$ cat src/rtl/mx_pkg.sv
// Shared definitions for the MX-integer quantizer family: float32 field
// layout, E8M0 special codes and the block FSM state encoding.
package mx_pkg;

    localparam int FLOAT32_WIDTH = 32;
    localparam int EXP_WIDTH     = 8;
    localparam int FRAC_WIDTH    = 23;
    localparam int MANT_WIDTH    = FRAC_WIDTH + 1;  // significand with hidden one

    // Exponent field value reserved for Inf/NaN in binary32.
    localparam logic [EXP_WIDTH-1:0] EXP_SPECIAL = 8'hFF;
    // E8M0 code reserved for NaN; otherwise E8M0 shares the binary32 bias of
    // 127, so a float exponent field maps onto a scale code unchanged.
    localparam logic [7:0] E8M0_NAN = 8'hFF;

    typedef enum logic [1:0] {
        ST_FILL,
        ST_QUANT,
        ST_OUT
    } state_t;

    typedef struct packed {
        logic                  sign;
        logic [EXP_WIDTH-1:0]  exp;
        logic [FRAC_WIDTH-1:0] frac;
    } float32_t;

endpackage

$ cat src/rtl/mxint_block_quantizer_if.sv
// Stream bundle for the block quantizer: float32 elements in, one quantized
// MX block (shared scale + packed elements) out.
interface mxint_block_quantizer_if
    import mx_pkg::*;
#(
    parameter int BLOCK_SIZE  = 32,
    parameter int ELEM_WIDTH  = 8,
    parameter int SCALE_WIDTH = 8
);

    logic                             i_valid;
    logic                             o_ready;
    logic [FLOAT32_WIDTH-1:0]         i_float32;
    logic                             i_broadcast;
    logic                             o_valid;
    logic                             i_ready;
    logic [SCALE_WIDTH-1:0]           o_scale;
    logic [BLOCK_SIZE*ELEM_WIDTH-1:0] o_elements;
    logic                             o_overflow;

    // Producer/consumer side of the quantizer.
    modport master (
        output i_valid, i_float32, i_broadcast, i_ready,
        input  o_ready, o_valid, o_scale, o_elements, o_overflow
    );

    // The quantizer itself.
    modport slave (
        input  i_valid, i_float32, i_broadcast, i_ready,
        output o_ready, o_valid, o_scale, o_elements, o_overflow
    );

endinterface

$ cat src/rtl/mxint_elem_quant.sv
// Combinational single-element MX-int quantizer. Aligns one float32 to the
// block's largest exponent, rounds to nearest-even at FB = ELEM_WIDTH-2
// fraction bits, applies the sign and clamps symmetrically.
// Assumes ELEM_WIDTH-2 <= 23 so the base alignment is a right shift.
module mxint_elem_quant
    import mx_pkg::*;
#(
    parameter int ELEM_WIDTH = 8
) (
    input  float32_t              value,
    input  logic [EXP_WIDTH-1:0]  emax,
    output logic [ELEM_WIDTH-1:0] element,
    output logic                  saturated
);

    localparam int FB          = ELEM_WIDTH - 2;
    localparam int BASE_SHIFT  = FRAC_WIDTH - FB;      // shift for the emax element
    localparam int FLUSH_SHIFT = MANT_WIDTH + 1;       // at or beyond this, result is 0
    localparam int PAD         = FLUSH_SHIFT + 1;      // guard + sticky bits kept exactly
    localparam int WIDE        = MANT_WIDTH + PAD;
    localparam int MAG_W       = MANT_WIDTH + 1;       // room for the round-up carry
    localparam int SH_W        = $clog2(FLUSH_SHIFT + 1);
    localparam logic [MAG_W-1:0] Q_MAX = MAG_W'((1 << (ELEM_WIDTH - 1)) - 1);

    logic [MANT_WIDTH-1:0] mant;
    logic [EXP_WIDTH:0]    diff;
    logic [9:0]            total;
    logic [SH_W-1:0]       sh;
    logic [WIDE-1:0]       wide;
    logic [MANT_WIDTH-1:0] int_part;
    logic                  guard;
    logic                  sticky;
    logic                  round_up;
    logic [MAG_W-1:0]      mag;
    logic [MAG_W-1:0]      clamped;

    // Align, round to nearest-even, flush zero/subnormal, clamp and sign.
    // NOTE: every output of this always_comb is assigned on every path, so no latch.
    always_comb begin
        mant     = {1'b1, value.frac};
        diff     = {1'b0, emax} - {1'b0, value.exp};
        total    = 10'(BASE_SHIFT) + {1'b0, diff};
        sh       = (total > 10'(FLUSH_SHIFT)) ? SH_W'(FLUSH_SHIFT) : SH_W'(total);
        wide     = {mant, {PAD{1'b0}}} >> sh;
        int_part = wide[WIDE-1:PAD];
        guard    = wide[PAD-1];
        sticky   = |wide[PAD-2:0];
        round_up = guard & (sticky | int_part[0]);
        mag      = {1'b0, int_part} + MAG_W'(round_up);
        if (value.exp == '0) begin
            mag = '0;
        end
        saturated = (mag > Q_MAX);
        clamped   = saturated ? Q_MAX : mag;
        element   = value.sign ? ELEM_WIDTH'(MAG_W'(0) - clamped) : ELEM_WIDTH'(clamped);
    end

endmodule

$ cat src/rtl/mxint_block_quantizer.sv
// Streaming MX-int block quantizer: collects BLOCK_SIZE float32 elements (or
// one broadcast element), derives the shared E8M0 scale from the largest
// exponent, quantizes one element per cycle and holds the finished block
// until the consumer takes it.
module mxint_block_quantizer
    import mx_pkg::*;
#(
    parameter int BLOCK_SIZE  = 32,
    parameter int ELEM_WIDTH  = 8,
    parameter int SCALE_WIDTH = 8
) (
    input  logic                    clk,
    input  logic                    rst_n,
    mxint_block_quantizer_if.slave  bus
);

    localparam int CNT_W = $clog2(BLOCK_SIZE);
    localparam logic [CNT_W-1:0] LAST = CNT_W'(BLOCK_SIZE - 1);

    state_t                           state;
    state_t                           state_next;
    float32_t                         buffer [BLOCK_SIZE];
    logic [CNT_W-1:0]                 cnt;
    logic [CNT_W-1:0]                 idx;
    logic [EXP_WIDTH-1:0]             emax;
    logic                             nan;
    logic                             bcast;
    logic [SCALE_WIDTH-1:0]           scale;
    logic [BLOCK_SIZE*ELEM_WIDTH-1:0] elements;
    logic                             overflow;

    float32_t                         in_elem;
    float32_t                         cur_elem;
    logic [ELEM_WIDTH-1:0]            q_elem;
    logic                             q_sat;
    logic                             accept;
    logic                             release_blk;

    assign in_elem     = float32_t'(bus.i_float32);
    assign accept      = bus.i_valid && (state == ST_FILL);
    assign release_blk = (state == ST_OUT) && bus.i_ready;
    // A broadcast block stores only entry 0 and replays it for every index.
    assign cur_elem    = bcast ? buffer[0] : buffer[idx];

    mxint_elem_quant #(
        .ELEM_WIDTH (ELEM_WIDTH)
    ) u_elem_quant (
        .value     (cur_elem),
        .emax      (emax),
        .element   (q_elem),
        .saturated (q_sat)
    );

    // FSM state register.
    // NOTE: sequential state uses non-blocking assignments only.
    always_ff @(posedge clk or negedge rst_n) begin
        if (!rst_n) begin
            state <= ST_FILL;
        end else begin
            state <= state_next;
        end
    end

    // FSM next-state: fill until the block is complete, quantize, then hold.
    always_comb begin
        state_next = state;
        case (state)
            ST_FILL: begin
                if (accept && ((bus.i_broadcast && cnt == '0) || cnt == LAST)) begin
                    state_next = ST_QUANT;
                end
            end
            ST_QUANT: begin
                if (idx == LAST) begin
                    state_next = ST_OUT;
                end
            end
            ST_OUT: begin
                if (bus.i_ready) begin
                    state_next = ST_FILL;
                end
            end
            default: state_next = ST_FILL;
        endcase
    end

    // Element buffer; contents are only read after being written this block.
    // NOTE: the buffer is deliberately not reset, so it can map onto RAM.
    always_ff @(posedge clk) begin
        if (accept) begin
            buffer[cnt] <= in_elem;
        end
    end

    // Fill/quantize counters, running max exponent, NaN and broadcast flags.
    always_ff @(posedge clk or negedge rst_n) begin
        if (!rst_n) begin
            cnt   <= '0;
            idx   <= '0;
            emax  <= '0;
            nan   <= 1'b0;
            bcast <= 1'b0;
        end else if (accept) begin
            cnt <= cnt + 1'b1;
            if (in_elem.exp > emax) begin
                emax <= in_elem.exp;
            end
            if (in_elem.exp == EXP_SPECIAL) begin
                nan <= 1'b1;
            end
            if (cnt == '0) begin
                bcast <= bus.i_broadcast;
            end
        end else if (state == ST_QUANT) begin
            idx <= idx + 1'b1;
        end else if (release_blk) begin
            cnt   <= '0;
            idx   <= '0;
            emax  <= '0;
            nan   <= 1'b0;
            bcast <= 1'b0;
        end
    end

    // Output block registers, written one element per QUANT cycle.
    always_ff @(posedge clk or negedge rst_n) begin
        if (!rst_n) begin
            scale    <= '0;
            elements <= '0;
            overflow <= 1'b0;
        end else if (state == ST_QUANT) begin
            scale <= nan ? SCALE_WIDTH'(E8M0_NAN) : SCALE_WIDTH'(emax);
            elements[idx*ELEM_WIDTH +: ELEM_WIDTH] <= nan ? '0 : q_elem;
            overflow <= overflow | nan | q_sat;
        end else if (release_blk) begin
            overflow <= 1'b0;
        end
    end

    assign bus.o_ready    = (state == ST_FILL);
    assign bus.o_valid    = (state == ST_OUT);
    assign bus.o_scale    = scale;
    assign bus.o_elements = elements;
    assign bus.o_overflow = overflow;

endmodule

$ cat src/flat_wrapper.sv
// flat-port wrapper written by rule: the top's interface ports become plain ports
module mxint_block_quantizer_flat import mx_pkg::*;
#(
    parameter int BLOCK_SIZE  = 32,
    parameter int ELEM_WIDTH  = 8,
    parameter int SCALE_WIDTH = 8
)
  (clk, rst_n, bus_i_valid, bus_i_float32, bus_i_broadcast, bus_i_ready, bus_o_ready, bus_o_valid, bus_o_scale, bus_o_elements, bus_o_overflow);
  mxint_block_quantizer_if #(.BLOCK_SIZE(BLOCK_SIZE), .ELEM_WIDTH(ELEM_WIDTH), .SCALE_WIDTH(SCALE_WIDTH)) bus_i ();
  input  logic clk;
  input  logic rst_n;
  input wire logic [$bits(bus_i.i_valid)-1:0] bus_i_valid;
  input wire logic [$bits(bus_i.i_float32)-1:0] bus_i_float32;
  input wire logic [$bits(bus_i.i_broadcast)-1:0] bus_i_broadcast;
  input wire logic [$bits(bus_i.i_ready)-1:0] bus_i_ready;
  output wire logic [$bits(bus_i.o_ready)-1:0] bus_o_ready;
  output wire logic [$bits(bus_i.o_valid)-1:0] bus_o_valid;
  output wire logic [$bits(bus_i.o_scale)-1:0] bus_o_scale;
  output wire logic [$bits(bus_i.o_elements)-1:0] bus_o_elements;
  output wire logic [$bits(bus_i.o_overflow)-1:0] bus_o_overflow;
  assign bus_i.i_valid = bus_i_valid;
  assign bus_i.i_float32 = bus_i_float32;
  assign bus_i.i_broadcast = bus_i_broadcast;
  assign bus_i.i_ready = bus_i_ready;
  assign bus_o_ready = bus_i.o_ready;
  assign bus_o_valid = bus_i.o_valid;
  assign bus_o_scale = bus_i.o_scale;
  assign bus_o_elements = bus_i.o_elements;
  assign bus_o_overflow = bus_i.o_overflow;
  mxint_block_quantizer #(.BLOCK_SIZE(BLOCK_SIZE), .ELEM_WIDTH(ELEM_WIDTH), .SCALE_WIDTH(SCALE_WIDTH)) u_core (.clk(clk), .rst_n(rst_n), .bus(bus_i));
endmodule
$ cat config.mk
export PLATFORM = sky130hd
export DESIGN_NAME = mxint_block_quantizer_flat
export DESIGN_NICKNAME = d
export VERILOG_FILES = /design/src/rtl/mx_pkg.sv /design/src/rtl/mxint_block_quantizer_if.sv /design/src/rtl/mxint_elem_quant.sv /design/src/rtl/mxint_block_quantizer.sv /design/src/flat_wrapper.sv
export SDC_FILE = /design/constraint.sdc
export NUM_CORES = 2
export LEC_CHECK = 0
export ABC_CLOCK_PERIOD_IN_PS = 9750
export CAP_MARGIN = 30
export CORE_MARGIN = 3
export CORE_UTILIZATION = 55
export CTS_BUF_LIST = sky130_fd_sc_hd__clkbuf_4
export DETAILED_ROUTE_END_ITERATION = 10
export GPL_TIMING_DRIVEN = 1
export HOLD_SLACK_MARGIN = 0.02
export PLACE_DENSITY = 0.79
export SLEW_MARGIN = 10
export SYNTH_ARGS = -nofsm -noshare
export SYNTH_HDL_FRONTEND = slang
export SYNTH_SLANG_ARGS = --single-unit
export TNS_END_PERCENT = 20
$ cat constraint.sdc
create_clock -name clk -period 9.75 [get_ports clk]
set_input_delay 1.95 -clock clk [delete_from_list [all_inputs] [get_ports clk]]
set_output_delay 1.95 -clock clk [all_outputs]
set_load 0.05 [all_outputs]
Yosys cells after proc, flatten, opt, wreduce, memory -nomap -nowiden
Memories as Yosys holds them, arrays and structs flattened.
Index checks and enable logic that the tools add are counted.
W data, S select, Z words.
{"block": "totals", "reg_bits": 287, "ram_bits": 1024, "inputBits": 37, "output_inout_bits": 267, "word_cells": 86, "mem_count": 1}
{"memory": "u_core.buffer", "depth": 32, "width": 32, "read_ports": 2, "rd_clocked_by_memory_dff": 0, "write_ports": 1, "line_no": "mxint_block_quantizer.sv:22", "source": "float32_t buffer [BLOCK_SIZE];"}
{"block": "op_classes", "n_addsub": 7, "n_lt_le_gt_ge": 3, "eq_ne": 12, "shifts": 3, "n_mux": 29, "bitwise": 5, "n_reduce_logical": 17}
{"cell": "$bwmux W256", "n": 1}
{"cell": "$shift A8 B34 Y256 const A", "n": 1}
{"cell": "$shiftx A8 B34 Y256", "n": 1}
{"cell": "$mux W8", "n": 8}
{"cell": "$shr A50 B5 Y50", "n": 1}
{"cell": "$neg A8 Y34", "n": 1}
{"cell": "$mux W32", "n": 1}
{"cell": "$add A24 B1 Y25", "n": 1}
{"cell": "$gt A25 B7 Y1 const B", "n": 1}
{"cell": "$mux W25", "n": 1}
{"cell": "$mux W5", "n": 5}
{"cell": "$reduce_or A25 Y1", "n": 1}
{"cell": "$reduce_and A3 Y1", "n": 4}
{"cell": "$add A5 B1 Y5 const B", "n": 2}
{"cell": "$add A5 B9 Y10 const A", "n": 1}
{"cell": "$eq A5 B5 Y1 const B", "n": 2}
{"cell": "$gt A10 B5 Y1 const B", "n": 1}
{"cell": "$mux W1", "n": 9}
{"cell": "$sub A8 B8 Y9", "n": 1}
{"cell": "$eq A8 B8 Y1 const B", "n": 1}
{"cell": "$gt A8 B8 Y1", "n": 1}
{"cell": "$logic_not A8 Y1", "n": 1}
{"cell": "$ne A2 B2 Y1 const B", "n": 4}
{"cell": "$sub A1 B8 Y8 const A", "n": 1}
{"cell": "14 further kinds", "n": 25}

Depth between registers and ports, before layout
An unclocked memory read counts as a cell.
{"block": "depth", "word_depth": 19, "ltp_mapped": 44, "depth_no_buf": 34}

Cells and area by module
A second synthesis with hierarchy kept.
{"block": "unflattened", "cells_unflattened": 3417, "hier_area_um2": 55248.0}
{"mod": "mxint_block_quantizer", "n_inst": 1, "cells_per_inst": 2847, "area_each_um2": 51455.6, "seq_area_each_um2": 37931.4}
{"mod": "mxint_elem_quant", "n_inst": 1, "cells_per_inst": 570, "area_each_um2": 3792.4, "seq_area_each_um2": 0.0}

Worst setup path after synthesis
Ideal clock, no wire load.
{"block": "synth_timing", "kind": "register to register", "start": "register u_core.idx[1]", "end": "register u_core.elements[142] (netlist: u_core.bus.o_elements[142])", "setup_time_ns": 0.095, "t_arrival_ns": 8.830, "t_required_ns": 9.655, "path_slack_ns": 0.825, "path_stages_with_launch": 42, "path_buffers": 9, "period_less_slack_ns": 8.925, "cell_sequence": "dfrtp_1 buf_2 buf_2 buf_1 clkbuf_1 clkbuf_1 mux4_2 mux2i_1 o22ai_1 a211oi_1 a21oi_1 ha_1 buf_2 inv_1 clkbuf_1 ha_1 inv_1 nand3_1 [6 not listed] a31oi_2 nor2_1 ha_1 inv_1 a21oi_1 and2_1 a31oi_1 o221ai_1 and4b_4 buf_6 a21o_1 ha_1 nand2_1 nor4_1 o21ai_1 a211o_4 buf_6 o31ai_2"}
{"block": "synth_between", "elab_chain_cells": 19, "word_cells_on_any_way": 22, "cone_classes": "5 x add/sub; 2 x order compare; 3 x shift; 7 x mux; 2 x bitwise; 2 x reduce/logical; 1 x memory"}
{"element": "from (decl)", "line_no": "mxint_block_quantizer.sv:24", "source": "logic [CNT_W-1:0] idx;"}
{"element": "from (signal assigned)", "line_no": "mxint_block_quantizer.sv:115", "source": "idx <= idx + 1'b1;"}
{"element": "$mem_v2 Z32 W32"}
{"element": "$mux W32", "line_no": "mxint_block_quantizer.sv:43", "source": "assign cur_elem = bcast ? buffer[0] : buffer[idx];"}
{"element": "$sub A8 B8 Y9", "line_no": "mxint_elem_quant.sv:41", "source": "diff = {1'b0, emax} - {1'b0, value.exp};"}
{"element": "$add A5 B9 Y10", "line_no": "mxint_elem_quant.sv:42", "source": "total = 10'(BASE_SHIFT) + {1'b0, diff};"}
{"element": "$gt A10 B5 Y1", "line_no": "mxint_elem_quant.sv:43", "source": "sh = (total > 10'(FLUSH_SHIFT)) ? SH_W'(FLUSH_SHIFT) : SH_W'(total);"}
{"element": "$mux W5", "line_no": "mxint_elem_quant.sv:43"}
{"element": "$shr A50 B5 Y50", "line_no": "mxint_elem_quant.sv:44", "source": "wide = {mant, {PAD{1'b0}}} >> sh;"}
{"element": "$reduce_or A25 Y1", "line_no": "mxint_elem_quant.sv:47", "source": "sticky = |wide[PAD-2:0];"}
{"element": "[3 not listed]"}
{"element": "$mux W25", "line_no": "mxint_elem_quant.sv:50", "source": "if (value.exp == '0) begin"}
{"element": "$gt A25 B7 Y1", "line_no": "mxint_elem_quant.sv:53", "source": "saturated = (mag > Q_MAX);"}
{"element": "$mux W8", "line_no": "mxint_elem_quant.sv:54", "source": "clamped = saturated ? Q_MAX : mag;"}
{"element": "$sub A1 B8 Y8", "line_no": "mxint_elem_quant.sv:55", "source": "element = value.sign ? ELEM_WIDTH'(MAG_W'(0) - clamped) : ELEM_WIDTH'(clamped);"}
{"element": "$mux W8", "line_no": "mxint_elem_quant.sv:55"}
{"element": "$mux W8", "line_no": "mxint_block_quantizer.sv:133", "source": "elements[idx*ELEM_WIDTH +: ELEM_WIDTH] <= nan ? '0 : q_elem;"}
{"element": "$shiftx A8 B34 Y256", "line_no": "mxint_block_quantizer.sv:133"}
{"element": "$bwmux W256 (*)", "line_no": "mxint_block_quantizer.sv:133"}
{"element": "to (signal, indexed assignment)", "line_no": "mxint_block_quantizer.sv:133"}
{"element": "to (decl)", "line_no": "mxint_block_quantizer.sv:29", "source": "logic [BLOCK_SIZE*ELEM_WIDTH-1:0] elements;"}
Every way passes the cells marked *; elsewhere a longest branch is shown, timed or not.
A chain may end at the register's enable or synchronous reset.

Worst setup path after layout
{"block": "layout_timing", "start": "register u_core.idx[1]", "end": "register u_core.elements[78] (netlist: u_core.bus.o_elements[78])"}
Same word-level chain as after synthesis.

==> run summary <==
layout cells sized above 1 = 22.7%
global route overflow = 0
synthesized instance count = 3406
area delta synth->final = 16.8%
die extent in x = 321 um
Async SR Flop Fraction = 21.9%
NumNets Final = 4054
CTS tree = done
dpl hpwl = 92.9 mm
sequential fraction of the synthesis area = 69.6%
Top FF cell, synth = edfxtp_1
first-pass GRT wire length = 230 mm
Finished Cell Area = 63600 um2
fin. max-slew vios = 0
Synth Cell Area = 54500 um2
Post-Place Setup Slack = 0.412 ns
I/O Buffers = 303
Rows = 114
Relative slew margins = 33.9%
Pwr per Cell Area = 320 nW/um2
critical path required time = 10.80 ns
Final ANT Viol Nets = 0
WHS Path Cells = 2
Crit. End Element = flip-flop
clock skew = 0.150 ns
Reg2Reg Setup Slack = 0.58 ns
Min Hold Slack = 0.472 ns
RSZ-0062 raised after global routing = false
GPL Wtd Cong = 0.937
largest net degree at the start of global routing = 168
Yosys Warn Count = 0
most common cell in the synthesized netlist = edfxtp_1
Fin. Hold Viols = 0
Synth top area share = 56.4%
vias per inst = 6.50
top cells by count, synth = 1024 x edfxtp_1, 298 x nand2_1, 287 x dfrtp_1, 212 x mux2i_1, 157 x mux4_2
largest fanout on the critical path = 32
DRC Markers = 0
clock transition at the registers of the reported paths = 0.07 ns
Sink Count = 1311
Clk Tree Root Cell = clkbuf_4
syn_nets = 3476
slew of the pin with the lowest slew margin = 0.989 ns
crit share post-route = 94.1%
area of the multi-input gates = 15500 um2
Placeable Area = 97400 um2
slack of the critical path = 0.577 ns
Routed WL = 158 mm
Synth Register Bits = 1311
Setup crit start kind = flip-flop
post-synthesis cell type count = 100
Clock Path Buffers = 4
crit path DAT = 10.22 ns
# H-tree levels = 5
critical path class = reg2reg
total of max-cap violations = 0
flip-flop and latch area = 37900 um2
initial detailed-routing violation count = 4831
Hold WC Path Type = reg2reg
Initial Util = 55.9%
Ports = 304
synth top area cells = edfxtp_1 56%, dfrtp_1 13%, mux4_2 6.5%
Post-synth EDFFs = 1024
final setup TNS = 0 ns
Num CTS Buffers = 341
Skew-Pair Late Insertion Delay = 1.24 ns
number of detailed-route iterations in the first pass = 5
worst reg2reg path depth = 25
fmax = 109 MHz
Total GRT Usage = 30.5%
FF-to-FF End = u_core.bus.o_elements[78]$_DFFE_PN0P_
final worst path period need = 9.17 ns
Post-Syn Area per Cell = 16.0 um2
RR Startpoint = u_core.idx[1]$_DFFE_PN0P_
die area = 103000 um2
number of global-route vias before repair = 34900
hold path endpoint = u_core.bus.o_scale[2]$_DFFE_PN0P_
Final setup viols = 0
status = finished, final reports clean
WL per Instance = 28.8 um
Die H = 321 um
hold_sp = u_core.bus.o_scale[2]$_DFFE_PN0P_
initial antenna violation count = 5
area leader, netlist = edfxtp_1
fill cell count = 6674
Cell Area, Placed = 59200 um2
VDD IR max = 0.464 mV
Leakage = 22.6 nW
via count = 35700
==> worst max-delay path, cell delays in order (launching register included) <==
cell and delay, ns:
dfrtp_4 0.69, or2_2 0.67, o221ai_1 0.32, o22ai_1 0.22
o21ai_0 0.11, a22oi_1 0.38, fa_1 0.54, ha_1 0.28
nor3b_1 0.19, a21oi_1 0.09, a32oi_1 0.38, o21ai_0 0.29
nor2_1 0.53, o221ai_1 0.43, a221oi_2 0.63, o211ai_1 0.23
or3_1 0.38, o31ai_1 0.28, and4b_4 0.39, a21o_1 0.21
ha_1 0.19, nand2_1 0.07, nor4_1 0.41, o21ai_1 0.13
a211o_4 0.58, o31ai_2 0.34
==> through the flow <==
step	util, %	power (mW)	cells
final	65.3	20.4	5487
after global routing	65.3	21.3	5480
after CTS	64.9	20.2	5452
after detailed placement	60.8	15.7	4892
after global placement	60.8	15.7	4890
after floorplan	-	12.7	3406
==> timing repair <==
item / CTS / global route
endpoints found under the setup margin: 0 / 36
buffers inserted: 0 / 1
hold buffers: 0 / 0
resized for setup: 0 / 4
==> registers in the layout, summed over array words and instances, names as in the netlist <==
register	flops
u_core.bus.o_scale	8
u_core.bus.o_overflow	1
u_core.nan	1
u_core.buffer	1024
u_core.emax	8
u_core.cnt	5
u_core.bcast	1
u_core.bus.o_elements	256
u_core.idx	5
u_core.state	2
==> how the worst max path moves through the flow <==
stage / slack (ns) / endpoint / startpoint / cells past startpoint
3_5_place_dp: 0.41 / u_core.bus.o_elements[78]$_DFFE_PN0P_ / u_core.idx[0]$_DFFE_PN0P_ / 27
4_1_cts: 0.36 / u_core.bus.o_elements[78]$_DFFE_PN0P_ / u_core.idx[0]$_DFFE_PN0P_ / 27
5_1_grt: 0.05 / u_core.bus.o_elements[110]$_DFFE_PN0P_ / u_core.idx[1]$_DFFE_PN0P_ / 25
2_1_floorplan: 0.82 / u_core.bus.o_elements[142]$_DFFE_PN0P_ / u_core.idx[1]$_DFFE_PN0P_ / 41
6_report: 0.58 / u_core.bus.o_elements[78]$_DFFE_PN0P_ / u_core.idx[1]$_DFFE_PN0P_ / 25
3_3_place_gp: 0.51 / u_core.bus.o_elements[102]$_DFFE_PN0P_ / u_core.idx[0]$_DFFE_PN0P_ / 27
==> report_power, final <==
| group | internal [mW] | switching, mW | total (mW) |
|---|---|---|---|
| clock network | 2.37 | 2.15 | 4.52 |
| registers | 6.33 | 0.247 | 6.58 |
| logic | 2.99 | 6.30 | 9.29 |
| total | 11.7 | 8.70 | 20.4 |
==> routing by layer <==
metal  vias to the layer above  GRT usage (%)  wire length, um
met5                         -              0               17
met4                         2           14.6             6810
met3                       399           6.68            17400
met2                      2442           47.9            74700
met1                     17900           41.1            58800
li1                      14900              -                -
==> cell usage in the layout, fill, tap and decap left out, types with 54 or more instances in the layout <==
| cell type | instances |
|---|---|
| buf_4 | 111 |
| mux4_2 | 157 |
| nor2_1 | 108 |
| clkinv_1 | 63 |
| mux2i_1 | 212 |
| a21oi_1 | 69 |
| nand2_1 | 298 |
| a22o_1 | 127 |
| nand3_1 | 54 |
| clkbuf_4 | 477 |
| o21ai_0 | 126 |
| clkdlybuf4s50_1 | 302 |
| dfrtp_1 | 283 |
| edfxtp_1 | 1024 |
==> cell families (layout without fill, tap and decap cells) <==
group / Yosys count / in the layout / synth area share, %
flops: 1311 / 1311 / 69.6
compound gates: 713 / 713 / 10.1
simple gates: 679 / 679 / 5.74
mux: 397 / 397 / 11.0
buf+inv: 254 / 1049 / 2.48
fa+ha+maj: 33 / 33 / 0.771
xor+xnor: 19 / 19 / 0.319
other cells: 0 / 10 / 0
==> final cells by class <==
cell class,instances,share of cell area [%]
well taps,1276,2.51
inverters,46,0.271
flip-flops and latches,1311,59.6
diodes,10,0.0393
clock inverters,83,0.729
repair buffers,443,6.78
clock buffers,477,5.63
multi-input cells,1841,24.4
Note: power is estimated with default switching activity, not from simulation.
